`src/rtl/mac_pkg.sv`:
```
// Shared definitions for the dot-product MAC scheduler: parameter defaults,
// FSM state encoding and the round-robin selection helper.
package mac_pkg;

    localparam int LEN_W_DEF = 4;
    localparam int ACC_W_DEF = 20;

    typedef logic [7:0] operand_t;

    // Encoded as plain constants so the state register stays a bit vector.
    localparam logic [1:0] ST_IDLE = 2'd0;
    localparam logic [1:0] ST_RUN  = 2'd1;
    localparam logic [1:0] ST_DONE = 2'd2;

    // Index of the requester to serve: on contention the one not served last,
    // otherwise whichever single bit is set.
    function automatic logic rr_pick(input logic [1:0] req, input logic last);
        if (req == 2'b11) begin
            return ~last;
        end
        return req[1];
    endfunction

endpackage

```
`src/rtl/mac_sched_if.sv`:
```
// Request/operand/result bundle between two requesters and the MAC scheduler.
// master = requester side, slave = scheduler side.
interface mac_sched_if #(
    parameter int LEN_W = mac_pkg::LEN_W_DEF,
    parameter int ACC_W = mac_pkg::ACC_W_DEF
);
    logic [1:0]       req;
    logic [LEN_W-1:0] len0;
    logic [LEN_W-1:0] len1;
    logic [1:0]       gnt;
    logic [7:0]       a;
    logic [7:0]       b;
    logic             op_valid;
    logic             op_ready;
    logic [ACC_W-1:0] res;
    logic             res_valid;
    logic             res_ready;
    logic             busy;

    modport master (
        output req, len0, len1, a, b, op_valid, res_ready,
        input  gnt, op_ready, res, res_valid, busy
    );

    modport slave (
        input  req, len0, len1, a, b, op_valid, res_ready,
        output gnt, op_ready, res, res_valid, busy
    );

endinterface

```
`src/rtl/mac_unit.sv`:
```
// Multiply-accumulate datapath: 8x8 unsigned product, zero-extended and added
// into a wrapping ACC_W-bit accumulator. clr has priority over en.
module mac_unit import mac_pkg::*; #(
    parameter int ACC_W = ACC_W_DEF
) (
    input  logic             clk,
    input  logic             reset,
    input  operand_t         a,
    input  operand_t         b,
    input  logic             en,
    input  logic             clr,
    output logic [ACC_W-1:0] acc
);

    logic [15:0]      prod;
    logic [ACC_W-1:0] acc_q;
    logic [ACC_W-1:0] acc_d;

    assign prod = 16'(a) * 16'(b);

    // Next accumulator value: clear at job start, add product on accepted operand.
    always_comb begin
        acc_d = acc_q;
        if (clr) begin
            acc_d = '0;
        end else if (en) begin
            acc_d = acc_q + ACC_W'(prod);
        end
    end

    // Accumulator register; sum wraps modulo 2^ACC_W with no overflow flag.
    always_ff @(posedge clk or negedge reset) begin
        if (!reset) begin
            acc_q <= '0;
        end else begin
            acc_q <= acc_d;
        end
    end

    assign acc = acc_q;

endmodule

```
`src/rtl/mac_sched.sv`:
```
// Two-requester round-robin scheduler for a shared MAC. A granted requester
// streams len operand pairs; the dot product is then held until accepted.
// LEN_W/ACC_W must match the parameters of the connected interface.
module mac_sched import mac_pkg::*; #(
    parameter int LEN_W = LEN_W_DEF,
    parameter int ACC_W = ACC_W_DEF
) (
    input  logic       clk,
    input  logic       reset,
    mac_sched_if.slave bus
);

    logic [1:0]       state_q, state_d;
    logic [1:0]       gnt_q, gnt_d;
    logic [LEN_W-1:0] count_q, count_d;
    logic             last_q, last_d;
    logic             op_ready_q, op_ready_d;
    logic             res_valid_q, res_valid_d;
    logic             busy_q, busy_d;

    logic             pick;
    logic [LEN_W-1:0] len_pick;
    logic             mac_en;
    logic             mac_clr;
    logic [ACC_W-1:0] acc;

    assign pick     = rr_pick(bus.req, last_q);
    assign len_pick = pick ? bus.len1 : bus.len0;

    // FSM next state, output next values and MAC controls.
    always_comb begin
        state_d     = state_q;
        gnt_d       = gnt_q;
        count_d     = count_q;
        last_d      = last_q;
        op_ready_d  = op_ready_q;
        res_valid_d = res_valid_q;
        mac_en      = 1'b0;
        mac_clr     = 1'b0;
        case (state_q)
            ST_IDLE: begin
                if (bus.req != 2'b00) begin
                    gnt_d   = pick ? 2'b10 : 2'b01;
                    count_d = len_pick;
                    mac_clr = 1'b1;
                    if (len_pick != '0) begin
                        state_d    = ST_RUN;
                        op_ready_d = 1'b1;
                    end else begin
                        // Empty job: result is the freshly cleared accumulator.
                        state_d     = ST_DONE;
                        res_valid_d = 1'b1;
                    end
                end
            end
            ST_RUN: begin
                if (bus.op_valid && op_ready_q) begin
                    mac_en  = 1'b1;
                    count_d = count_q - 1'b1;
                    if (count_q == LEN_W'(1)) begin
                        state_d     = ST_DONE;
                        op_ready_d  = 1'b0;
                        res_valid_d = 1'b1;
                    end
                end
            end
            ST_DONE: begin
                if (bus.res_ready) begin
                    state_d     = ST_IDLE;
                    gnt_d       = 2'b00;
                    res_valid_d = 1'b0;
                    last_d      = gnt_q[1];
                end
            end
            default: begin
                state_d     = ST_IDLE;
                gnt_d       = 2'b00;
                op_ready_d  = 1'b0;
                res_valid_d = 1'b0;
            end
        endcase
    end

    assign busy_d = (state_d != ST_IDLE);

    // State and registered outputs; reset favours requester 0 next.
    always_ff @(posedge clk or negedge reset) begin
        if (!reset) begin
            state_q     <= ST_IDLE;
            gnt_q       <= 2'b00;
            count_q     <= '0;
            last_q      <= 1'b1;
            op_ready_q  <= 1'b0;
            res_valid_q <= 1'b0;
            busy_q      <= 1'b0;
        end else begin
            state_q     <= state_d;
            gnt_q       <= gnt_d;
            count_q     <= count_d;
            last_q      <= last_d;
            op_ready_q  <= op_ready_d;
            res_valid_q <= res_valid_d;
            busy_q      <= busy_d;
        end
    end

    mac_unit #(
        .ACC_W (ACC_W)
    ) u_mac (
        .clk   (clk),
        .reset (reset),
        .a     (bus.a),
        .b     (bus.b),
        .en    (mac_en),
        .clr   (mac_clr),
        .acc   (acc)
    );

    // The accumulator is only read while res_valid is high, where it is final.
    assign bus.gnt       = gnt_q;
    assign bus.op_ready  = op_ready_q;
    assign bus.res_valid = res_valid_q;
    assign bus.busy      = busy_q;
    assign bus.res       = acc;

endmodule

```
`src/flat_wrapper.sv`:
```
// flat-port wrapper written by rule: the top's interface ports become plain ports
module mac_sched_flat import mac_pkg::*;
#(
    parameter int LEN_W = LEN_W_DEF,
    parameter int ACC_W = ACC_W_DEF
)
  (clk, reset, bus_req, bus_len0, bus_len1, bus_a, bus_b, bus_op_valid, bus_res_ready, bus_gnt, bus_op_ready, bus_res, bus_res_valid, bus_busy);
  mac_sched_if #(.LEN_W(LEN_W), .ACC_W(ACC_W)) bus_i ();
  input  logic clk;
  input  logic reset;
  input wire logic [$bits(bus_i.req)-1:0] bus_req;
  input wire logic [$bits(bus_i.len0)-1:0] bus_len0;
  input wire logic [$bits(bus_i.len1)-1:0] bus_len1;
  input wire logic [$bits(bus_i.a)-1:0] bus_a;
  input wire logic [$bits(bus_i.b)-1:0] bus_b;
  input wire logic [$bits(bus_i.op_valid)-1:0] bus_op_valid;
  input wire logic [$bits(bus_i.res_ready)-1:0] bus_res_ready;
  output wire logic [$bits(bus_i.gnt)-1:0] bus_gnt;
  output wire logic [$bits(bus_i.op_ready)-1:0] bus_op_ready;
  output wire logic [$bits(bus_i.res)-1:0] bus_res;
  output wire logic [$bits(bus_i.res_valid)-1:0] bus_res_valid;
  output wire logic [$bits(bus_i.busy)-1:0] bus_busy;
  assign bus_i.req = bus_req;
  assign bus_i.len0 = bus_len0;
  assign bus_i.len1 = bus_len1;
  assign bus_i.a = bus_a;
  assign bus_i.b = bus_b;
  assign bus_i.op_valid = bus_op_valid;
  assign bus_i.res_ready = bus_res_ready;
  assign bus_gnt = bus_i.gnt;
  assign bus_op_ready = bus_i.op_ready;
  assign bus_res = bus_i.res;
  assign bus_res_valid = bus_i.res_valid;
  assign bus_busy = bus_i.busy;
  mac_sched #(.LEN_W(LEN_W), .ACC_W(ACC_W)) u_core (.clk(clk), .reset(reset), .bus(bus_i));
endmodule
```
`config.mk`:
```
export PLATFORM = sky130hd
export DESIGN_NAME = mac_sched_flat
export DESIGN_NICKNAME = d
export VERILOG_FILES = /design/src/rtl/mac_pkg.sv /design/src/rtl/mac_sched_if.sv /design/src/rtl/mac_unit.sv /design/src/rtl/mac_sched.sv /design/src/flat_wrapper.sv
export SDC_FILE = /design/constraint.sdc
export NUM_CORES = 1
export LEC_CHECK = 0
export CAP_MARGIN = 20
export CORE_ASPECT_RATIO = 1.5
export CORE_MARGIN = 4
export CORE_UTILIZATION = 54
export DETAILED_ROUTE_END_ITERATION = 8
export GPL_TIMING_DRIVEN = 0
export HOLD_SLACK_MARGIN = 0.15
export PLACE_DENSITY = 0.87
export SYNTH_ARGS = -nofsm -noshare
export SYNTH_HDL_FRONTEND = slang
export SYNTH_SLANG_ARGS = --single-unit
```
`constraint.sdc`:
```
create_clock -name clk -period 5.55 [get_ports clk]
set_clock_uncertainty 0.05 [all_clocks]
set_input_delay 1.3875 -clock clk [delete_from_list [all_inputs] [get_ports clk]]
set_output_delay 1.3875 -clock clk [all_outputs]
set_load 0.005 [all_outputs]
```
-- Word level (Yosys, flattened, before mapping)
Cells that the tools add are included.
- flip-flop bits (word level): 32
- input port bits: 30
- output and inout bits: 25
- word-level logic and storage cells: 70
- add/sub/neg operators: 2
- multiply operators: 1
- eq/ne operators: 10
- multiplexer cells: 34
- bitwise operators: 3
- reduce and logical (&&, ||, !) cells: 12
- operators by type and width (kind ; number):
    $mux 20 ; 2
    $add 20x16->20 ; 1
    $mul 8x8->16 ; 1
    $mux 1 ; 16
    $mux 2 ; 8
    $mux 4 ; 3
    $pmux 2 s3 ; 2
    $reduce_and 5->1 ; 2
    $ne 2x1->1 const B ; 4
    $pmux 4 s2 ; 1
    $reduce_bool 2->1 ; 4
    $pmux 1 s3 ; 2
    $reduce_and 3->1 ; 2
    $eq 2x2->1 const B ; 2
    $eq 4x1->1 const B ; 1
    $ne 2x2->1 const B ; 2
    $reduce_bool 4->1 ; 1
    $sub 4x1->4 const B ; 1
    $not 1->1 ; 3
    $eq 2x1->1 const B ; 1
    $logic_not 2->1 ; 1
    $reduce_and 2->1 ; 1
    $logic_and 1x1->1 ; 1

-- Depth between registers and ports, before layout
- depth in word-level cells: 9
- gate-level depth with buffers: 19
- depth with buffers taken out: 18

-- Cells and area by module
A second synthesis with hierarchy kept.
- cell total of the unflattened synthesis: 484
- area total of the unflattened synthesis: 4311.6 um^2
- by module, submodules not included (module ; instances ; cells each ; area each (um^2) ; sequential area each (um^2)):
    mac_unit ; 1 ; 403 ; 3539.6 ; 500.5
    mac_sched ; 1 ; 81 ; 772.0 ; 301.5

-- Worst setup path before layout
OpenSTA, ideal clock, no wires.
- path type: input to register
- from: input port bus_a[5]
- to: register u_core.u_mac.acc_q[17], in the netlist u_core.u_mac.acc[17]
- setup time: 0.095 ns
- arrival time: 5.347 ns
- data required time: 5.405 ns
- slack: 0.058 ns
- stages on the path: 17
- path buffers: 1
- cells stage by stage: clkbuf_1 > nand2_1 > fa_1 > inv_1 > fa_1 > fa_1 > inv_1 > fa_1 > inv_1 > ha_1 > a21o_1 > nand3_1 > a21boi_0 > a211oi_2 > a21oi_1 > o21a_1 > o31ai_1
- longest elaborated chain between the ends: 4
- ends and longest elaborated chain (what ; RTL line ; text):
    start: declaration ; flat_wrapper.sv:14 ; input wire logic [$bits(bus_i.a)-1:0] bus_a;
    $mul 8x8->16 ; mac_unit.sv:19 ; assign prod = 16'(a) * 16'(b);
    $add 20x16->20 ; mac_unit.sv:27 ; acc_d = acc_q + ACC_W'(prod);
    $mux 20 ; mac_unit.sv:26 ; end else if (en) begin
    $mux 20 ; mac_unit.sv:24 ; if (clr) begin
    end signal: assignment ; mac_unit.sv:34 ; acc_q <= '0;
    end signal: assignment ; mac_unit.sv:36 ; acc_q <= acc_d;
    end: declaration ; mac_unit.sv:16 ; logic [ACC_W-1:0] acc_q;
No other way between the ends. The select of a mux whose other input is x is not followed.
A chain may end at the register's enable or synchronous reset.

-- Worst setup path after layout
- from: input port bus_a[4]
- to: register u_core.u_mac.acc_q[19], in the netlist u_core.u_mac.acc[19]
Same word-level chain as after synthesis.

==> summary.md <==
| Metric | Value |
|---|---|
| Cell count along the critical path | 17 |
| Initial Utilization | a little under three fifths |
| Dpl hpwl | roughly 7.7 mm |
| Residual DRC count | 0 |
| Slew at the pin with the worst max-slew slack | roughly 1.0 ns |
| Post-Place Cell Area | about 4700 um^2 |
| Clock Pin Slew Worst Setup and Hold Paths | 0.07 ns |
| FF+latch count, synth | 32 |
| Final nets | 662 |
| FMAX | about 0.19 GHz |
| Global-route usage over all layers | between 20% and 30% |
| Leakage power | 0.002490 uW |
| M3 GR Usage | ~2.6% |
| RePlAce Congestion | ~0.84 |
| FFs w/ async S/R, synth | 100.0% |
| Chip height | 114.6 um |
| Clock buffer count from CTS | 5 |
| Hold Path Class | reg2reg |
| CP Capture Type | flop |
| Area taken by multi-input logic gates | 2953 um^2 |
| Post-synth cell types | 44 |
| P&R area growth vs syn | 19.65% |
| Syn_area_per_cell | 8.534 um^2 |
| Layout cells sized above 1 | between 8 and 9% |
| Hold path depth | 2 |
| Worst-Skew Late Latency | ~0.29 ns |
| Crit share post-route | a little under 100% |
| CTS sink count | 32 |
| M1 GR Usage | approximately a quarter |
| TritonCTS clock tree | done |
| ANT nets after route | 0 |
| GR peak layer | met2 |
| Worst Path Required | ~5.7 ns |
| Slowest cell on crit path | fa_1 |
| Crit path max fanout | 8 |
| Mapped Area | roughly 4100 um^2 |
| Clock buffer depth | 2 |
| Post-synthesis mux area share | approximately 1.3% |
| Routed WL | 9.656 mm |
| Die Wd | roughly 79 um |
| Drt first pass iters | 4 |
| Worst path most repeated cell | fa_1 |
| Vias per cell | around 5.4 |
| RSZ-0062 raised after global routing | false |
| GRT overflow | 0 |
| PwrDens | ~610 nW/um^2 |
| CTS root buf | clkbuf_8 |
| Full die area | between 9000 and 10000 um^2 |
| Core area | around 7300 um^2 |
| DRT iter0 DRCs | between 100 and 150 |
| Register Area | about 800 um^2 |
| # setup viols final | 0 |
| Pre-CTS setup slack | -0.8789 ns |
| Status | completed |
| First-pass GRT wire length | 16.40 mm |
| Reg2reg path depth | 16 |
| Final Worst Setup Slack | about 0.16 ns |
| Ys Warns | 0 |
| Fin Setup TNS | 0 ns |
| Syn_nets | 602 |
| Crit path launch type | primary input |
| H-tree depth | 2 |
| WP buf/inv | 5 |
| Worst VDD drop | approximately 0.33 mV |
| EDFF count, synth | 0 |
| Largest family of logic cells by synthesized area | adder cells |
| Simple-gate share of the synthesized area | between 10% and 20% |
| CP Cell Sequence | buf_2 -> nand2_1 -> fa_1 -> inv_1 -> fa_1 -> fa_1 -> inv_1 -> fa_1 -> inv_1 -> ha_4 -> nor2b_1 -> a41o_1 -> buf_6 -> a21oi_1 -> o2111a_1 -> or3_1 -> a21oi_2 |
| CP arrival | about 5.6 ns |
| Slew margin rel. | approximately a third |
| XOR/XNOR Fraction of Synth Area | under 10% |
| Compound-Gate Fraction of Synth Area | 12.09% |
| Main synth FF type | dfrtp_1 |
| PortBufs | 51 |
| Vias in the first global route | roughly 3.8k |
| Slew Viols, Final | 0 |
| Routing usage on met2 | approximately 42% |
| Cts hold-fix bufs | 0 |
| Cell family with most CP delay | adder cells |
| WL/cell | 15.09 um |
| Sequential element share of the synthesized area | between 15 and 20% |
| Design area | approximately 4900 um^2 |
| Antenna fix cells | 0 |
| Placed insts | 630 |
| Crit-path max cell delay | approximately 0.56 ns |
| Io pins | 55 |
| Largest net degree at the start of global routing | 33 |
| Post-route non-filler standard cell count | 640 |
| Post-synthesis cell count | roughly 480 |
| Vias post-DR | around 3.5k |
| Antenna violations before repair | 0 |
| Fill cell count | 620 |
| MaxCap Viol Count | 0 |
| Final Hold Fails | 0 |
| Minimum clock period | roughly 5.4 ns |
| Crit Path Class | in2reg |
| Adder-Cell Fraction of Synth Area | roughly 38% |
| Num rows | 38 |
stage by stage:
stage	power (uW)	hold WS (ns)	utilization, %
floorplan	1909	0.4171	-
global placement	2388	0.4247	64.51
detailed placement	2471	0.4363	64.44
CTS	2838	0.4621	66.49
global route	3319	0.4839	66.80
finish	3000	0.4464	66.80
layout by cell type, fill, tap and decap left out, drive strengths merged, types with 3 or more instances in the layout:
master / netlist / layout
inv: 104 / 104
nand2: 69 / 69
fa: 50 / 50
ha: 43 / 43
clkdlybuf4s50: 0 / 37
and2: 32 / 32
dfrtp: 31 / 31
o21ai: 26 / 26
nor2: 22 / 22
a21oi: 21 / 21
clkbuf: 6 / 17
buf: 2 / 13
nand3: 9 / 9
xor2: 7 / 7
nor3: 6 / 6
o31ai: 6 / 6
xnor2: 5 / 5
a21o: 5 / 5
mux2i: 4 / 4
o211ai: 4 / 4
o22ai: 3 / 3
kinds of logic after synthesis:
| logic type | after synthesis |
|---|---|
| and+or+nand+nor | 146 |
| AOI/OAI and AO/OA | 79 |
| adders and majority gates | 93 |
| xor gates and xnor gates | 12 |
| buffers and inverters | 112 |
| muxes | 5 |
| DFF | 32 |
worst paths after layout:
path,startpoint,endpoint,slack (ns)
max,bus_a[4],u_core.u_mac.acc[19],0.16
min,u_core.bus.res_valid,u_core.bus.res_valid,0.45
max reg2reg,u_core.u_mac.acc[7],u_core.u_mac.acc[17],1.07
min reg2reg,u_core.bus.res_valid,u_core.bus.res_valid,0.45
max in group asynchronous,reset,u_core.u_mac.acc[16],3.86
min in group asynchronous,reset,u_core.u_mac.acc[1],1.11
Yosys cell counts, drive strengths merged, types with 3 or more instances:
library cell,count,share of area [%]
a21o,5,0.95
a21oi,21,2.7
and2,32,4.9
clkbuf,6,0.55
dfrtp,31,19
fa,50,24
ha,43,13
inv,104,9.5
mux2i,4,0.98
nand2,69,6.3
nand3,9,1.1
nor2,22,2.1
nor3,6,0.73
o211ai,4,0.73
o21ai,26,3.2
o22ai,3,0.46
o31ai,6,1.1
xnor2,5,1.1
xor2,7,1.5
worst min-delay path: stages, from the launching register on:
cell	delay [ns]
dfrtp_1	0.35
nand2_1	0.05
nand2_1	0.06
sequential cells by signal (all words and copies together), names as in the netlist:
signal / count
u_core.count_q: 4
u_core.bus.op_ready: 1
u_core.state_q: 2
u_core.bus.gnt: 2
u_core.bus.busy: 1
u_core.bus.res_valid: 1
u_core.u_mac.acc: 20
u_core.last_q: 1
metal layers:
| metal | vias to the layer above | part of all wire, % |
|---|---|---|
| li1 | 1628 | - |
| met3 | 34 | 3.8 |
| met1 | 1691 | 37 |
| met2 | 98 | 56 |
| met5 | - | 0 |
| met4 | 0 | 3.1 |
where the power goes:
part | total, uW | internal (uW) | leakage, uW | switching, uW
sequential | 406 | 332 | 0.000392 | 74.4
clock | 221 | 133 | 0.0000552 | 87.5
combinational | 2370 | 1070 | 0.00204 | 1300
repair_timing:
item	CTS	global route
resized for setup	52	44
hold endpoints to repair	0	0
setup endpoints to repair	11	7
pin swaps	4	6
buffers inserted	3	0
cell type report:
cell class              instances  share of cell area, %
plain buffers                   8                 0.7930
clock buffers                   6                  1.484
clock inverters                 2                 0.7163
inverters                     104                  7.982
multi-input cells             335                  60.37
flip-flops and latches         32                  16.40
well taps                     100                  2.558
repair buffers                 53                  9.696
No activity file was read; power rests on OpenSTA's default activity.
